==> src/rtl/freq_meter_pkg.sv <==
// Shared types and helpers for the frequency/period meter.
// Provides the FSM state encoding and the counter saturation value.
package freq_meter_pkg;

    typedef enum logic [1:0] {
        ST_IDLE = 2'd0,
        ST_ARM  = 2'd1,
        ST_MEAS = 2'd2
    } state_t;

    localparam int CNT_W_DEF = 16;

    // Largest value an unsigned counter of width w can hold.
    function automatic logic [31:0] cnt_max(input int w);
        return (32'd1 << w) - 32'd1;
    endfunction

endpackage

==> src/rtl/edge_sync.sv <==
// Synchronizes the divider output into the clk domain and derives
// single-cycle rise/fall strobes from the synchronized level.
module edge_sync
    import freq_meter_pkg::*;
#(
    parameter int SYNC_STAGES = 2
) (
    input  logic clk,
    input  logic rst,
    input  logic q_in,
    output logic q_s,
    output logic rise,
    output logic fall
);

    logic [SYNC_STAGES-1:0] sync_q;
    logic                   q_d_q;

    always_ff @(posedge clk or negedge rst) begin
        if (!rst) begin
            sync_q <= '0;
            q_d_q  <= 1'b0;
        end else begin
            sync_q <= {sync_q[SYNC_STAGES-2:0], q_in};
            q_d_q  <= sync_q[SYNC_STAGES-1];
        end
    end

    assign q_s  = sync_q[SYNC_STAGES-1];
    assign rise = q_s & ~q_d_q;
    assign fall = ~q_s & q_d_q;

endmodule

==> src/rtl/freq_period_meter.sv <==
// Measures the period (and, with DUTY_MEAS_EN defined, the high time) of the
// divider output in system-clock cycles, flagging a sticky timeout on stall.
module freq_period_meter
    import freq_meter_pkg::*;
#(
    parameter int CNT_W       = CNT_W_DEF,
    parameter int SYNC_STAGES = 2
) (
    input  logic             clk,
    input  logic             rst,
    input  logic             en,
    input  logic             q_in,
    output logic [CNT_W-1:0] period,
    output logic [CNT_W-1:0] high_time,
    output logic             meas_valid,
    output logic             timeout,
    output logic [1:0]       dbg_state
);

    localparam logic [CNT_W-1:0] CNT_MAX = CNT_W'(cnt_max(CNT_W));
    localparam logic [CNT_W-1:0] ONE     = CNT_W'(1);

    logic q_s, rise, fall;

    edge_sync #(.SYNC_STAGES(SYNC_STAGES)) u_sync (
        .clk  (clk),
        .rst  (rst),
        .q_in (q_in),
        .q_s  (q_s),
        .rise (rise),
        .fall (fall)
    );

    state_t           state_q;
    logic [CNT_W-1:0] cnt_q, cnt_d, period_q;
    logic             meas_valid_q, timeout_q;

    assign cnt_d = cnt_q + ONE;

`ifdef DUTY_MEAS_EN
    logic [CNT_W-1:0] hcnt_q, hi_lat_q, high_time_q;

    // High-time counter restarts on each rise; its value is latched at the fall.
    always_ff @(posedge clk or negedge rst) begin
        if (!rst) begin
            hcnt_q   <= '0;
            hi_lat_q <= '0;
        end else begin
            if (!en)
                hcnt_q <= '0;
            else if (rise)
                hcnt_q <= ONE;
            else if (q_s && hcnt_q != CNT_MAX)
                hcnt_q <= hcnt_q + ONE;
            if (fall)
                hi_lat_q <= hcnt_q;
        end
    end

    assign high_time = high_time_q;
`else
    logic unused_sync;
    assign unused_sync = q_s ^ fall;
    assign high_time   = '0;
`endif

    always_ff @(posedge clk or negedge rst) begin
        if (!rst) begin
            state_q      <= ST_IDLE;
            cnt_q        <= '0;
            period_q     <= '0;
            meas_valid_q <= 1'b0;
            timeout_q    <= 1'b0;
`ifdef DUTY_MEAS_EN
            high_time_q  <= '0;
`endif
        end else begin
            meas_valid_q <= 1'b0;
            if (!en) begin
                state_q   <= ST_IDLE;
                cnt_q     <= '0;
                timeout_q <= 1'b0;
            end else begin
                case (state_q)
                    ST_IDLE: state_q <= ST_ARM;
                    ST_ARM: begin
                        if (rise) begin
                            state_q <= ST_MEAS;
                            cnt_q   <= ONE;
                        end
                    end
                    ST_MEAS: begin
                        if (rise) begin
                            period_q     <= cnt_q;
                            meas_valid_q <= 1'b1;
                            timeout_q    <= 1'b0;
                            cnt_q        <= ONE;
`ifdef DUTY_MEAS_EN
                            high_time_q  <= hi_lat_q;
`endif
                        end else if (cnt_d == CNT_MAX) begin
                            // Stop one short of saturation so the counter never wraps.
                            timeout_q <= 1'b1;
                            state_q   <= ST_ARM;
                            cnt_q     <= '0;
                        end else begin
                            cnt_q <= cnt_d;
                        end
                    end
                    default: state_q <= ST_IDLE;
                endcase
            end
        end
    end

    assign period     = period_q;
    assign meas_valid = meas_valid_q;
    assign timeout    = timeout_q;
    assign dbg_state  = state_q;

endmodule
==> config.mk <==
export PLATFORM = sky130hd
export DESIGN_NAME = freq_period_meter
export DESIGN_NICKNAME = d
export VERILOG_FILES = /design/src/rtl/freq_meter_pkg.sv /design/src/rtl/edge_sync.sv /design/src/rtl/freq_period_meter.sv
export SDC_FILE = /design/constraint.sdc
export NUM_CORES = 1
export LEC_CHECK = 0
export ABC_AREA = 1
export CORE_UTILIZATION = 39
export CTS_CLUSTER_DIAMETER = 100
export DETAILED_ROUTE_END_ITERATION = 6
export PLACE_DENSITY = 0.69
export SYNTH_ARGS = -nofsm -noshare
export SYNTH_HDL_FRONTEND = slang
export SYNTH_SLANG_ARGS = --single-unit
==> constraint.sdc <==
create_clock -name clk -period 2.3 [get_ports clk]
set_clock_uncertainty 0.05 [all_clocks]
set_input_delay 0.46 -clock clk [delete_from_list [all_inputs] [get_ports clk]]
set_output_delay 0.46 -clock clk [all_outputs]
set_load 0.1 [all_outputs]
==> results.toml <==
[worst_setup_path]
r2r-end = "dbg_state[0]"
path_max_fanout = 7
timing.rr.start = "cnt_q[1]"
crit_end = "dbg_state[0]"
ff2ff_path_depth = 11
r2r_setup_slack_ps = 240
crit_required_ps = 2480
setup.worst_path.start_class = "register"
crit_start = "cnt_q[1]"
cp.arrival_ps = 2240
criticalPathCategory = "reg2reg"
setup.worst_path.end_class = "register"

[die]
die-area_um2 = 6240
die_x_um = 79.0
fp.coreArea_um2 = 5610
top_level_ports = 40
fp.dieH_um = 79.0
row_count = 27
start_util = 0.413

[synthesis]
synthCells = 294
mappedNetlistArea_um2 = 2310
async_flop_share = 1.00
yosys_warnings = 0
synth_area_leaders = "dfrtp_1 (42%), nand2_1 (13%), buf_4 (5.2%), inv_1 (4.9%), nand3_1 (4.8%)"
syn_area_per_cell_um2 = 7.87
synthDistinctLibCells = 32
synth_ff_type = "dfrtp_1"
yosysSeqAreaShare = 0.422
ys_seq_elements = 39
synth.most_common_cell = "nand2_1"
synth_edf_count = 0
synth_top_cell_area_share = 0.422
synth_area_leader_cell = "dfrtp_1"
synth_common_cells = "nand2_1 (82), dfrtp_1 (39), inv_1 (30), nand3_1 (22), nor2_1 (21)"

[pwr]
p_leak_nw = 1.25
vdd_drop_max_mv = 0.642
power_mw = 2.03
pwr_density_cell_nw_per_um2 = 776

[sta]
slew_viol_final = 0
min_period_ps = 2060
period_share = 0.895
worst_pin_slew_ps = 864
slew_headroom = 0.424
worst_hold_slack_ps = 222
rsz0062_at_grt = "false"
setup_viol = 0
final.setup.worst_slack_ps = 241
fmax_mhz = 486
final_hold_viol_count = 0
finalSetupTns_ps = 0

[drt]
wl_met1_um = 2380
firstDrtPassIters = 4
wl_met2_um = 2220
highest_layer = "met4"
vias = 1875
drt_iter0_drc = 81
post_drt_wl_per_cell_um = 12.2
detail-route-antenna-nets = 0
routed_wl_um = 4820
vias_per_cell = 4.76
met3_length_um = 154
drc = 0

[layout]
num_antenna_cells = 0
area_delta_synth_final_pct = 13.3
nets = 327
design_area_um2 = 2620
drive_above_1_share = 0.224

[clocking]
clockBufferDepth = 2
clock_latency_ps = 300
hold_buffers = 0
cts_sinks = 39
htree_levels = 2
cts_root_buffer = "clkbuf_8"
cts_tree = "built"
clkTransAtPathRegs_ps = 90
ctsResizeCount = 0
cts_setup_buffers = 0
cts_buffers = 5

[place]
port_buffers = 23
place_ws_ps = 122
routabilityCongestion = 0.900
place_area_um2 = 2510
dp_hpwl_um = 3660

[job]
cap_violations = 0

[global_route]
grt_pass1_wl_um = 8290
grt_max_degree = 40
antenna_found_initial = 0
grt_overflow = 0
gr-usage-all-layers = 0.172
grt_pass1_vias = 1762

[run_status]
outcome = "complete, no violations"

[worst_hold_path]
min_path_type = "in2async"
## sequential cells by signal, summed over array words and instances (netlist names)
name,cells
cnt_q,16
dbg_state,2
meas_valid,1
period,16
timeout,1
u_sync.q_d_q,1
u_sync.sync_q,2
## how the worst min path moves through the flow
stage	from	end	slack, ps	depth (start not counted)
3_3_place_gp	u_sync.sync_q[0]	u_sync.sync_q[1]	300	0
2_1_floorplan	rst	cnt_q[0]	110	0
3_5_place_dp	u_sync.sync_q[0]	u_sync.sync_q[1]	290	0
5_1_grt	rst	dbg_state[0]	300	1
4_1_cts	rst	meas_valid	250	1
6_report	rst	period[13]	220	1
## layout by cell type (no fill, tap or decap), types with 7 or more instances in the layout
master and n:
conb_1 16, o21ai_1 9, inv_1 30, nand3_1 22
nand2_2 12, o21ai_0 13, dfrtp_1 39, nor2_1 21
o21ai_2 7, buf_4 22, nand2_1 82
## logic make-up after synthesis
logic type / share of synthesized area
adder cells (fa/ha/maj): 0.0108
buffers and inverters: 0.114
AO/OA/AOI/OAI: 0.0871
AND/OR/NAND/NOR: 0.357
XOR/XNOR: 0.00757
other: 0.00162
flip-flops: 0.422
## area by class of cell
type	count	area, um^2
sequential	39	976
inverter	32	121
fill	583	2990
timing repair buffer	25	190
tap	72	90.1
clock buffer	5	68.8
multi-input combinational	218	1130
clock inverter	3	43.8
## where the power goes
| group | internal [mW] | total, mW | switching (mW) |
|---|---|---|---|
| clock network | 0.323 | 0.586 | 0.263 |
| logic | 0.0991 | 0.673 | 0.574 |
| registers | 0.740 | 0.775 | 0.0348 |
## worst max-delay path, stage by stage (launching register included)
cell,delay (ps)
dfrtp_1,440
ha_1,230
nand3_2,170
nor2_4,230
nand3_2,90
nand2_2,150
nand3_1,110
nor2_1,100
nand3_1,140
nand3_1,130
nand2_1,60
nor2_1,100
## per-stage QoR
step | utilization | std cells
3_5_place_dp | 0.447 | 386
4_1_cts | 0.467 | 394
5_1_grt | 0.467 | 394
6_report | 0.467 | 394
3_3_place_gp | 0.447 | 386
2_1_floorplan | - | 309
## per-layer routing
metal	track usage	up-vias
li1	-	956
met1	0.217	883
met2	0.289	30
met3	0.0379	6
met4	0.0600	0
met5	0	-
No activity file was read; power rests on OpenSTA's default activity.
